File: src/rtl/cpu_pkg.sv
// Shared CPU definitions: instruction opcodes, instruction field layout and the
// loader state encoding, used by both the instruction loader and the control unit.
package cpu_pkg;

  typedef enum logic [2:0] {
    OP_LOADI = 3'b000,
    OP_MOV   = 3'b001,
    OP_ADD   = 3'b010,
    OP_SUB   = 3'b011,
    OP_AND   = 3'b100,
    OP_OR    = 3'b101,
    OP_J     = 3'b110,
    OP_BEQ   = 3'b111
  } opcode_e;

  localparam int WORD_W   = 32;
  localparam int FIELD_W  = 8;
  localparam int OP_W     = 3;
  localparam int SRC2_LSB = 0;
  localparam int SRC1_LSB = 8;
  localparam int DEST_LSB = 16;
  localparam int OP_LSB   = 24;

  typedef enum logic [1:0] {
    ST_IDLE   = 2'd0,
    ST_ACCEPT = 2'd1,
    ST_WRITE  = 2'd2,
    ST_FINISH = 2'd3
  } loader_state_e;

  // Little-endian byte select: index 0 is the least significant byte.
  function automatic logic [7:0] word_byte(input logic [WORD_W-1:0] w, input logic [1:0] idx);
    return w[{idx, 3'b000} +: 8];
  endfunction

endpackage

File: src/rtl/instr_encoder.sv
// Packs instruction fields into a 32-bit word, zeroing the source fields
// that the opcode does not use.
module instr_encoder
  import cpu_pkg::*;
(
  input  logic [OP_W-1:0]    opcode,
  input  logic [FIELD_W-1:0] dest,
  input  logic [FIELD_W-1:0] src1,
  input  logic [FIELD_W-1:0] src2,
  output logic [WORD_W-1:0]  word
);

  logic [FIELD_W-1:0] src1_eff;
  logic [FIELD_W-1:0] src2_eff;

  always_comb begin
    src1_eff = src1;
    src2_eff = src2;
    case (opcode)
      OP_LOADI, OP_MOV: src1_eff = '0;
      // Jumps carry their offset in dest, so both sources are meaningless.
      OP_J: begin
        src1_eff = '0;
        src2_eff = '0;
      end
      default: ;
    endcase

    word = '0;
    word[OP_LSB   +: OP_W]    = opcode;
    word[DEST_LSB +: FIELD_W] = dest;
    word[SRC1_LSB +: FIELD_W] = src1_eff;
    word[SRC2_LSB +: FIELD_W] = src2_eff;
  end

endmodule

File: src/rtl/instr_loader.sv
// Instruction loader: accepts encoded instructions over a valid/ready handshake
// and writes each one byte-by-byte into instruction memory with stall support.
module instr_loader
  import cpu_pkg::*;
#(
  parameter int ADDR_W = 10
) (
  input  logic              CLK,
  input  logic              RESET_N,
  input  logic              START,
  input  logic [ADDR_W-1:0] BASE_ADDR,
  input  logic              IN_VALID,
  output logic              IN_READY,
  input  logic [2:0]        IN_OPCODE,
  input  logic [7:0]        IN_DEST,
  input  logic [7:0]        IN_SRC1,
  input  logic [7:0]        IN_SRC2,
  input  logic              IN_LAST,
  output logic              MEM_WRITE,
  output logic [ADDR_W-1:0] MEM_ADDR,
  output logic [7:0]        MEM_WRITEDATA,
  input  logic              MEM_BUSYWAIT,
  output logic              BUSY,
  output logic              DONE,
  output logic [ADDR_W-3:0] COUNT
);

  loader_state_e     state_q, state_d;
  logic [WORD_W-1:0] word_q, word_d;
  logic              last_q, last_d;
  logic [ADDR_W-1:0] addr_q, addr_d;
  logic [1:0]        idx_q, idx_d;
  logic [ADDR_W-3:0] count_q, count_d;
  logic [WORD_W-1:0] enc_word;

  instr_encoder u_encoder (
    .opcode (IN_OPCODE),
    .dest   (IN_DEST),
    .src1   (IN_SRC1),
    .src2   (IN_SRC2),
    .word   (enc_word)
  );

  always_ff @(posedge CLK or negedge RESET_N) begin
    if (!RESET_N) begin
      state_q <= ST_IDLE;
      word_q  <= '0;
      last_q  <= 1'b0;
      addr_q  <= '0;
      idx_q   <= '0;
      count_q <= '0;
    end else begin
      state_q <= state_d;
      word_q  <= word_d;
      last_q  <= last_d;
      addr_q  <= addr_d;
      idx_q   <= idx_d;
      count_q <= count_d;
    end
  end

  always_comb begin
    state_d       = state_q;
    word_d        = word_q;
    last_d        = last_q;
    addr_d        = addr_q;
    idx_d         = idx_q;
    count_d       = count_q;
    IN_READY      = 1'b0;
    MEM_WRITE     = 1'b0;
    MEM_ADDR      = '0;
    MEM_WRITEDATA = '0;
    BUSY          = 1'b1;
    DONE          = 1'b0;

    case (state_q)
      ST_IDLE: begin
        BUSY = 1'b0;
        if (START) begin
          state_d = ST_ACCEPT;
          addr_d  = BASE_ADDR & ~ADDR_W'(3);
          count_d = '0;
        end
      end

      ST_ACCEPT: begin
        IN_READY = 1'b1;
        if (IN_VALID) begin
          word_d  = enc_word;
          last_d  = IN_LAST;
          idx_d   = '0;
          state_d = ST_WRITE;
        end
      end

      // Address and data come straight from held state, so they stay put while stalled.
      ST_WRITE: begin
        MEM_WRITE     = 1'b1;
        MEM_ADDR      = addr_q + ADDR_W'(idx_q);
        MEM_WRITEDATA = word_byte(word_q, idx_q);
        if (!MEM_BUSYWAIT) begin
          idx_d = idx_q + 2'd1;
          if (idx_q == 2'd3) begin
            count_d = count_q + (ADDR_W-2)'(1);
            addr_d  = addr_q + ADDR_W'(4);
            state_d = last_q ? ST_FINISH : ST_ACCEPT;
          end
        end
      end

      ST_FINISH: begin
        DONE    = 1'b1;
        state_d = ST_IDLE;
      end

      default: state_d = ST_IDLE;
    endcase
  end

  assign COUNT = count_q;

endmodule

File: config.mk
export PLATFORM = sky130hd
export DESIGN_NAME = instr_loader
export DESIGN_NICKNAME = d
export VERILOG_FILES = /design/src/rtl/cpu_pkg.sv /design/src/rtl/instr_encoder.sv /design/src/rtl/instr_loader.sv
export SDC_FILE = /design/constraint.sdc
export NUM_CORES = 1
export LEC_CHECK = 0
export ABC_CLOCK_PERIOD_IN_PS = 2500
export CORE_MARGIN = 2
export CORE_UTILIZATION = 57
export CTS_BUF_LIST = sky130_fd_sc_hd__clkbuf_16
export CTS_CLUSTER_SIZE = 12
export DETAILED_ROUTE_END_ITERATION = 10
export DONT_BUFFER_PORTS = 1
export PLACE_DENSITY_LB_ADDON = 0.1
export SYNTH_ARGS = -nofsm -noshare
export SYNTH_HDL_FRONTEND = slang
export SYNTH_SLANG_ARGS = --single-unit
File: constraint.sdc
create_clock -name CLK -period 2.5 [get_ports CLK]
set_input_delay 0.125 -clock CLK [delete_from_list [all_inputs] [get_ports CLK]]
set_output_delay 0.125 -clock CLK [all_outputs]
set_load 0.05 [all_outputs]
# Word level (Yosys, flattened, before mapping)
# Cells that the tools add are included.
[word_totals] register_bits=50 inputBits=43 word_cells=55
[classes] add_sub_neg=4 eq_ne=10 shift=1 muxes=25 n_reduce_logical=9
[op_table] operator="$mux 8" n=6
[op_table] operator="$mux 10" n=4
[op_table] operator="$shiftx 32x6->8" n=1
[op_table] operator="$pmux 10 s2" n=1
[op_table] operator="$pmux 8 s2" n=1
[op_table] operator="$mux 2" n=7
[op_table] operator="$add 10x2->10" n=1
[op_table] operator="$add 10x3->10 const B" n=1
[op_table] operator="$add 8x1->8 const B" n=1
[op_table] operator="$ne 2x2->1 const B" n=4
[op_table] operator="$pmux 2 s4" n=1
[op_table] operator="$reduce_and 4->1" n=2
[op_table] operator="$eq 2x2->1 const B" n=3
[op_table] operator="$mux 1" n=4
[op_table] operator="$pmux 2 s2" n=1
[op_table] operator="$reduce_bool 2->1" n=2
[op_table] operator="$eq 3x1->1 const B" n=1
[op_table] operator="$eq 3x3->1 const B" n=1
[op_table] operator="$logic_not 3->1" n=1
[op_table] operator="$reduce_and 3->1" n=1
[op_table] operator="$reduce_or 3->1" n=1
[op_table] operator="$add 2x1->2 const B" n=1
[op_table] operator="$eq 2x1->1 const B" n=1
[op_table] operator="$logic_not 2->1" n=1
[op_table] operator="$reduce_and 2->1" n=1

# Longest topological paths before layout
# Gate-level depths: netlist (run 1).
[logic_depth] depth_word=4 ltp_mapped=7

# Hierarchy
# Synthesis (run 1) repeated with hierarchy kept, for this count alone.
[unflattened] cells_unflattened=256 area_unflattened_um2=2874.0
[modules_own_cells] mod="instr_loader" instances=1 cells_per_inst=219 area_each_um2=2626.3 seq_area_each_um2=1326.3
[modules_own_cells] mod="instr_encoder" instances=1 cells_per_inst=37 area_each_um2=247.7 seq_area_each_um2=0.0

# Least setup slack after synthesis (run 1)
# Ideal clock, no wire load.
[synth_path] path_kind="flip-flop to output port" from="register state_q[0]" to="output MEM_WRITEDATA[0]" t_arrival_ns=1.895 setup_slack_ns=0.480 path_stages_with_launch=6 cell_sequence="dfrtp_1 > buf_2 > or2b_1 > inv_2 > clkbuf_1 > and2_1"
[synth_between] elab_chain_cells=2
[synth_rtl] item="start: declaration" line="instr_loader.sv:28" source="loader_state_e state_q, state_d;"
[synth_rtl] item="start signal: assignment" line="instr_loader.sv:53" source="state_q <= state_d;"
[synth_rtl] item="$eq 2x2->1" line="instr_loader.sv:76" source="case (state_q)"
[synth_rtl] item="$mux 8" line="instr_loader.sv:76"
[synth_rtl] item="end: declaration" line="instr_loader.sv:21" source="output logic [7:0] MEM_WRITEDATA,"
# Every way passes these cells.

# Worst setup path after layout (run 1)
# Same ends and word-level chain as after synthesis.

==> flow_metrics.py, run 1 <==
metrics = {
    "sta": {
        "tightest_slew_ps": 566.5,
        "finalSetupViolations": 0,
        "timing.slew.headroom_pct": 62.23,
        "timing.fmax_ghz": 0.4612,
        "min_period_ps": 2168,
        "fin_hold_ws_ps": 9.910,
        "finalClockSkew_ps": 3.497,
        "drv_slew": 0,
        "postLayoutSetupSlackWorst_ps": 331.6,
        "period_share_pct": 86.74,
        "final-hold-violation-count": 0,
        "setup_tns_ps": 0,
        "rsz0062_at_grt": "no",
    },
    "logic_synthesis": {
        "syn_inst": 229,
        "synth_edf_count": 0,
        "avgSynthCellArea_um2": 10.49,
        "yosys-top-cells-area": "dfrtp_1 50%, a22o_1 6.2%, mux2_2 5.6%, a21oi_1 4.2%, and2_1 3.4%",
        "yosys_warnings": 0,
        "synth.top_cell.area_share_pct": 50.00,
        "ys_seq_elements": 48,
        "async_flop_share_pct": 100.0,
        "synth_top_cell_by_area": "dfrtp_1",
        "synth_fp_nets": 275,
        "synth_cell_types": 42,
        "synthFlopType": "dfrtp_1",
        "ys_seq_area_share_pct": 50.00,
        "netlist_area_um2": 2402,
    },
    "finish": {
        "fin_util_pct": 74.22,
        "final_area_um2": 2990,
        "drive_gt1_share_pct": 17.54,
        "syn_to_final_growth_pct": 24.48,
        "final_common_cell": "dfrtp_1",
        "final_cell_mix": "48 x dfrtp_1, 29 x dlygate4sd3_1, 20 x a21oi_1, 19 x nand2_1, 17 x a22o_1",
        "instances_no_fill": 318,
        "antenna_cells": 0,
        "nets": 313,
    },
    "worst_setup_path": {
        "path_class": "flop to primary output",
        "crit_path_max_fanout": 29,
        "worstPathRequired_ps": 2380,
        "critPathLaunchType": "flop",
        "cp-end-kind": "primary output",
        "arrival_ps": 2040,
    },
    "floorplanning": {
        "dieArea_um2": 4750,
        "core_area_um2": 4029,
        "die_x_um": 68.92,
        "start_util_pct": 59.63,
        "fp.dieH_um": 68.92,
        "io_pins": 73,
        "num_rows": 23,
    },
    "drt": {
        "final_antenna_net_count": 0,
        "wl_per_cell_um": 17.66,
        "drt-total-wl_um": 5615,
        "vias_per_cell": 6.069,
        "drc_errors": 0,
        "num_vias": 1930,
        "first_pass_iters": 4,
        "drt_iter0_drc": 129,
    },
    "place": {
        "portBuffers": 0,
        "place_ws_ps": 602.1,
        "gp_congestion": 0.7460,
        "hpwl_um": 3666,
        "dp_cells": 280,
        "placed_area_um2": 2505,
    },
    "clock_tree": {
        "cts_made_buffers": 5,
        "clk_latency_ps": 280,
        "cts-resized-gates": 0,
        "cts_sinks": 48,
        "root_buffer": "clkbuf_16",
        "cts_tree": "done",
        "cts.path.max_buffers": 2,
        "cts_max_level": 2,
        "path_clk_slew_ps": 60,
    },
    "global_routing": {
        "grt.total_usage_pct": 24.23,
        "grt_max_degree": 49,
        "grt_overflow": 0,
        "grt_pass1_wl_um": 8383,
        "antenna_found_initial": 0,
        "grt_pass1_vias": 1869,
    },
    "status": {
        "status": "finished, final reports clean",
    },
    "power_and_ir_drop": {
        "p_per_area_nw_per_um2": 1267,
        "finalPower_mw": 3.790,
        "p_leak_nw": 1.326,
        "worst_ir_drop_vdd_mv": 0.7295,
    },
    "flow_run": {
        "maxCapViolations": 0,
    },
    "hold_path": {
        "hp-class": "primary input to flop",
    },
}
==> area by class of cell <==
type,count,area (um^2)
sequential,48,1201
multi-input combinational,164,1125
fill,281,1039
timing repair buffer,43,415.4
clock buffer,5,125.1
tap,50,62.56
clock inverter,3,42.54
inverter,5,18.77
==> report_power, final <==
part | leakage (nW) | internal (mW) | switching [mW]
registers | 0.598 | 1.10 | 0.257
logic | 0.649 | 0.636 | 1.05
clock network | 0.0798 | 0.470 | 0.280
==> cells by family after synthesis <==
logic type,synth area share (%)
AO/OA/AOI/OAI,18.18
adder cells (fa/ha/maj),1.563
buffers and inverters,3.177
flip-flops,50.00
multiplexers,10.52
AND/OR/NAND/NOR,16.56
==> flip-flops by register name (all words and copies together) (netlist names) <==
register	cells
addr_q	8
last_q	1
idx_q	2
state_q	2
COUNT	8
word_q	27
==> path summary, 6_finish.rpt <==
check,start,end,slack [ps],depth (start not counted)
min in group asynchronous,RESET_N,COUNT[3],360,2
max in group asynchronous,RESET_N,word_q[14],1940,2
min,BASE_ADDR[3],addr_q[3],10,2
max reg2reg,state_q[0],COUNT[0],640,5
max,state_q[0],MEM_WRITEDATA[0],330,3
min reg2reg,word_q[24],word_q[24],480,2
==> critical path, stage by stage, from the launching register on <==
cell and delay, ps:
dfrtp_1 470, or2b_1 410, inv_2 380, and2_1 510
==> timing repair <==
action	in CTS	in global routing
buffers inserted	0	0
hold buffers	27	3
endpoints found under the hold margin	73	3
==> synthesized netlist by cell type (2+ instances only) <==
cell type / n
mux2_2: 12
nand4_1: 3
clkbuf_1: 4
or3_1: 2
nand2_1: 19
and2_1: 13
inv_1: 4
ha_1: 3
nand3_1: 8
dfrtp_1: 48
mux2i_1: 5
a22o_1: 17
o21ai_0: 14
a21oi_1: 20
mux4_2: 3
or4_1: 3
nor2_1: 15
or2_2: 2
buf_2: 7
o211ai_1: 2
o22ai_1: 3
a31oi_1: 2
==> layer usage <==
layer	part of all wire, %	routed length, um	vias to the layer above	GRT usage (%)
li1	-	-	904	-
met1	40	2269	958	28.86
met2	53	2987	61	43.99
met3	5.4	305	7	5.682
met4	0.96	54	0	6.127
met5	0	0	-	0
Power figures use the tool's default switching activity.
==> run 2, diff against run 1 <==
--- a/config.mk
+++ b/config.mk
@@ -12,7 +12,7 @@
 export CTS_CLUSTER_SIZE = 12
 export DETAILED_ROUTE_END_ITERATION = 10
 export DONT_BUFFER_PORTS = 1
-export PLACE_DENSITY_LB_ADDON = 0.1
+export PLACE_DENSITY = 0.72
 export SYNTH_ARGS = -nofsm -noshare
 export SYNTH_HDL_FRONTEND = slang
 export SYNTH_SLANG_ARGS = --single-unit
==> run 2 against run 1 <==
Against the previous run: utilization is 0.19 points higher; via count up 1.1%; critical path type unchanged; final area up 0.25%; cell count unchanged; count of clock-buffer cells in the layout stayed put; power grew 1.2%; first-iteration DRC count rose by 7.0%; sequential share of layout area decreased by 0.10 points; critical path depth unchanged; wire length up 7.3%.
==> flow_metrics.py, run 2 (synthesis gave the netlist of run 1 again) <==
metrics = {
    "global_routing": {
        "grt_pass1_vias": 1945,
        "grt_max_degree": 49,
        "antenna_found_initial": 0,
        "grt.total_usage_pct": 26.88,
        "grt_pass1_wl_um": 9190,
        "grt_overflow": 0,
    },
    "clock_tree": {
        "path_clk_slew_ps": 70,
        "clk_latency_ps": 290,
        "cts.path.max_buffers": 2,
        "cts_max_level": 2,
        "cts_sinks": 48,
        "root_buffer": "clkbuf_16",
        "cts_tree": "done",
        "cts-resized-gates": 0,
        "cts_made_buffers": 5,
    },
    "sta": {
        "finalClockSkew_ps": 5.183,
        "period_share_pct": 86.35,
        "timing.slew.headroom_pct": 61.30,
        "tightest_slew_ps": 580.6,
        "fin_hold_ws_ps": 20.64,
        "rsz0062_at_grt": "no",
        "setup_tns_ps": 0,
        "timing.fmax_ghz": 0.4632,
        "finalSetupViolations": 0,
        "postLayoutSetupSlackWorst_ps": 341.2,
        "final-hold-violation-count": 0,
        "min_period_ps": 2159,
        "drv_slew": 0,
    },
    "worst_setup_path": {
        "rr_startpoint": "idx_q[1]",
        "cp-end-kind": "primary output",
        "endpoint": "MEM_WRITEDATA[1]",
        "path_class": "flop to primary output",
        "critPathLaunchType": "flop",
        "crit_path_max_fanout": 26,
        "r2r_cells": 5,
        "rr_endpoint": "COUNT[7]",
        "worstPathRequired_ps": 2380,
        "arrival_ps": 2030,
        "rrSetupSlack_ps": 380,
        "startpoint": "state_q[0]",
    },
    "drt": {
        "final_antenna_net_count": 0,
        "wl_per_cell_um": 18.95,
        "drc_errors": 0,
        "drt-total-wl_um": 6025,
        "vias_per_cell": 6.138,
        "drt_iter0_drc": 138,
        "first_pass_iters": 4,
        "num_vias": 1952,
    },
    "finish": {
        "final_area_um2": 2998,
        "antenna_cells": 0,
        "syn_to_final_growth_pct": 24.79,
        "final_common_cell": "dfrtp_1",
        "regMostFlops": "word_q",
        "nets": 313,
        "largest_reg_flops": 27,
        "final_cell_mix": "48 x dfrtp_1, 30 x dlygate4sd3_1, 20 x a21oi_1, 19 x nand2_1, 17 x a22o_1",
        "drive_gt1_share_pct": 17.16,
    },
    "flow_run": {
        "maxCapViolations": 0,
    },
    "floorplanning": {
        "start_util_pct": 59.63,
        "fp.dieH_um": 68.92,
        "core_area_um2": 4029,
        "dieArea_um2": 4750,
        "io_pins": 73,
        "die_x_um": 68.92,
        "num_rows": 23,
    },
    "power_and_ir_drop": {
        "worst_ir_drop_vdd_mv": 0.6688,
        "p_leak_nw": 1.329,
        "finalPower_mw": 3.836,
        "p_per_area_nw_per_um2": 1279,
    },
    "hold_path": {
        "hp-class": "primary input to flop",
    },
    "place": {
        "hpwl_um": 3807,
        "gp_congestion": 0.7464,
        "portBuffers": 0,
        "place_ws_ps": 443.0,
        "placed_area_um2": 2497,
    },
    "status": {
        "status": "finished, final reports clean",
    },
}
## run 2: timing repair
action                    4_1_cts  5_1_grt
hold buffers                   30        1
setup buffers                   0        0
hold endpoints to repair       76        1
## run 2: worst max-delay path, cell delays in order, from the launching register on
cell and delay (ps):
dfrtp_1 460, or2b_1 410, inv_2 340, and2_1 520
## run 2: worst min-delay path by stage
stage,start,end,slack [ps],cells after the start
floorplan,RESET_N,COUNT[0],-170,0
global placement,RESET_N,COUNT[3],-170,0
detailed placement,RESET_N,COUNT[3],-170,0
CTS,IN_DEST[6],word_q[22],0.3,1
global route,MEM_BUSYWAIT,state_q[1],60,2
finish,MEM_BUSYWAIT,state_q[1],20,2
## run 2: cell type report
type                            count  area (um^2)
Clock buffer                        5        125.1
Clock inverter                      3        47.55
Fill cell                         279         1031
Inverter                            5        18.77
Multi-Input combinational cell    164         1125
Sequential cell                    48         1201
Tap cell                           50        62.56
Timing Repair Buffer               43        417.9
## run 2: through the flow
step                      cells  utilization, %
after detailed placement    279           61.99
after floorplan             229               -
final                       318           74.41
after CTS                   317           74.16
after global routing        318           74.41
after global placement      279           61.99
## run 2: layer usage
metal | global-route usage [%] | up-vias | part of all wire (%)
li1 | - | 908 | -
met1 | 30.64 | 959 | 39
met2 | 48.92 | 81 | 53
met3 | 7.630 | 4 | 6.7
met4 | 7.598 | 0 | 0.61
met5 | 0 | - | 0
## run 2: report_power, final
part	leakage [nW]	internal, mW	switching, mW	total (mW)
Sequential	0.598	1.10	0.285	1.39
Combinational	0.648	0.630	1.04	1.67
Clock	0.0840	0.476	0.307	0.782
==> run 3, diff against run 2 <==
--- a/config.mk
+++ b/config.mk
@@ -6,7 +6,6 @@
 export NUM_CORES = 1
 export LEC_CHECK = 0
 export ABC_CLOCK_PERIOD_IN_PS = 2500
-export CORE_MARGIN = 2
 export CORE_UTILIZATION = 57
 export CTS_BUF_LIST = sky130_fd_sc_hd__clkbuf_16
 export CTS_CLUSTER_SIZE = 12
==> run 3 against run 2 <==
Against the previous run: hold slack better by 26 ps; wire length up 2.1%; utilization is 0.50 points higher; sequential share of layout area down 0.27 points; setup slack got worse by 37 ps; count of clock-buffer cells in the layout is the same; die area fell by 5.7%; flip-flop and latch count is the same; critical path type unchanged; largest power group unchanged; highest routed layer unchanged.
==> flow_metrics.py, run 3 (synthesis gave the netlist of run 1 again) <==
metrics = {
    "finish": {
        "antenna_cells": 0,
        "nets": 314,
        "syn_to_final_growth_pct": 25.62,
        "final_cell_mix": "48 x dfrtp_1, 30 x dlygate4sd3_1, 20 x a21oi_1, 19 x nand2_1, 17 x a22o_1",
        "final_common_cell": "dfrtp_1",
        "regMostFlops": "word_q",
        "drive_gt1_share_pct": 17.16,
        "largest_reg_flops": 27,
        "final_area_um2": 3018,
    },
    "global_routing": {
        "grt_pass1_wl_um": 9080,
        "grt.total_usage_pct": 27.61,
        "grt_overflow": 0,
        "grt_pass1_vias": 1975,
        "grt_max_degree": 49,
        "antenna_found_initial": 0,
    },
    "clock_tree": {
        "cts.path.max_buffers": 2,
        "root_buffer": "clkbuf_16",
        "cts_made_buffers": 5,
        "postCtsSetupRepairBufs": 0,
        "clk_latency_ps": 280,
        "cts_sinks": 48,
        "cts_max_level": 2,
        "cts_tree": "done",
        "cts-resized-gates": 0,
        "path_clk_slew_ps": 60,
    },
    "worst_setup_path": {
        "crit_chain": "or2b_1 -> inv_2 -> and2_1",
        "worstPathRequired_ps": 2380,
        "critPathLaunchType": "flop",
        "cpPeakStageDelay_ps": 520,
        "slowest_stage": "and2_1",
        "path_class": "flop to primary output",
        "cp-end-kind": "primary output",
        "arrival_ps": 2070,
        "crit_path_max_fanout": 28,
    },
    "hold_path": {
        "hp-class": "primary input to flop",
    },
    "drt": {
        "first_pass_iters": 4,
        "drt_iter0_drc": 114,
        "drt-total-wl_um": 6154,
        "num_vias": 1972,
        "drc_errors": 0,
        "vias_per_cell": 6.201,
        "wl_per_cell_um": 19.35,
        "final_antenna_net_count": 0,
    },
    "place": {
        "hpwl_um": 3623,
        "gp_congestion": 0.7377,
        "portBuffers": 0,
        "place_ws_ps": 593.1,
        "placed_area_um2": 2505,
    },
    "status": {
        "status": "finished, final reports clean",
    },
    "floorplanning": {
        "core_area_um2": 4029,
        "io_pins": 73,
        "dieArea_um2": 4478,
        "die_x_um": 66.92,
        "fp.dieH_um": 66.92,
        "start_util_pct": 59.63,
        "num_rows": 23,
    },
    "sta": {
        "postLayoutSetupSlackWorst_ps": 304.7,
        "timing.fmax_ghz": 0.4555,
        "finalSetupViolations": 0,
        "rsz0062_at_grt": "no",
        "final-hold-violation-count": 0,
        "tightest_slew_ps": 599.1,
        "fin_hold_ws_ps": 47.03,
        "timing.slew.headroom_pct": 60.06,
        "setup_tns_ps": 0,
        "finalClockSkew_ps": 3.903,
        "drv_slew": 0,
        "min_period_ps": 2195,
        "period_share_pct": 87.81,
    },
    "power_and_ir_drop": {
        "p_per_area_nw_per_um2": 1303,
        "p_leak_nw": 1.340,
        "worst_ir_drop_vdd_mv": 0.7213,
    },
    "flow_run": {
        "maxCapViolations": 0,
    },
}
run 3: worst max-delay path, delay by kind of cell (launching register included):
kind / cells / cell delay [ps]
AND/OR/NAND/NOR: 2 / 940
flip-flops: 1 / 470
buffers and inverters: 1 / 380
run 3: layout make-up:
type	instances	area (um^2)
clock inverters	2	60.06
multi-input cells	164	1125
well taps	50	62.56
fillers	266	1011
clock buffers	5	125.1
repair buffers	44	425.4
flip-flops and latches	48	1201
inverters	5	18.77
run 3: path summary, 6_finish.rpt:
check	depth (start not counted)	slack, ps	end	from
worst max-delay path	3	300	MEM_WRITEDATA[1]	state_q[0]
worst min-delay path	2	50	word_q[24]	IN_OPCODE[0]
worst max register to register	5	560	addr_q[8]	state_q[0]
worst min register to register	2	500	word_q[24]	word_q[24]
max in group asynchronous	2	1930	COUNT[6]	RESET_N
min in group asynchronous	2	340	COUNT[5]	RESET_N
run 3: layer usage:
layer	track usage (%)	wire, um	up-vias	share of wire, %
met3	5.308	407	9	6.6
met5	0	0	-	0
met2	48.48	3248	93	53
met4	10.64	63	0	1.0
li1	-	-	914	-
met1	33.07	2434	956	40
run 3: power breakdown:
group	total [mW]	switching, mW	internal (mW)
logic	1.73	1.09	0.640
clock network	0.840	0.273	0.567
registers	1.37	0.266	1.10
run 3: timing repair:
action	4_1_cts	5_1_grt
hold buffers	29	2
endpoints found under the setup margin	0	0
endpoints found under the hold margin	75	2
run 3: per-stage QoR:
step / power [mW] / std cells / util (%)
6_report: 3.933 / 318 / 74.91
5_1_grt: 4.142 / 318 / 74.91
4_1_cts: 3.873 / 316 / 74.41
3_5_place_dp: 2.973 / 280 / 62.17
3_3_place_gp: 2.889 / 280 / 62.17
2_1_floorplan: 2.654 / 229 / -
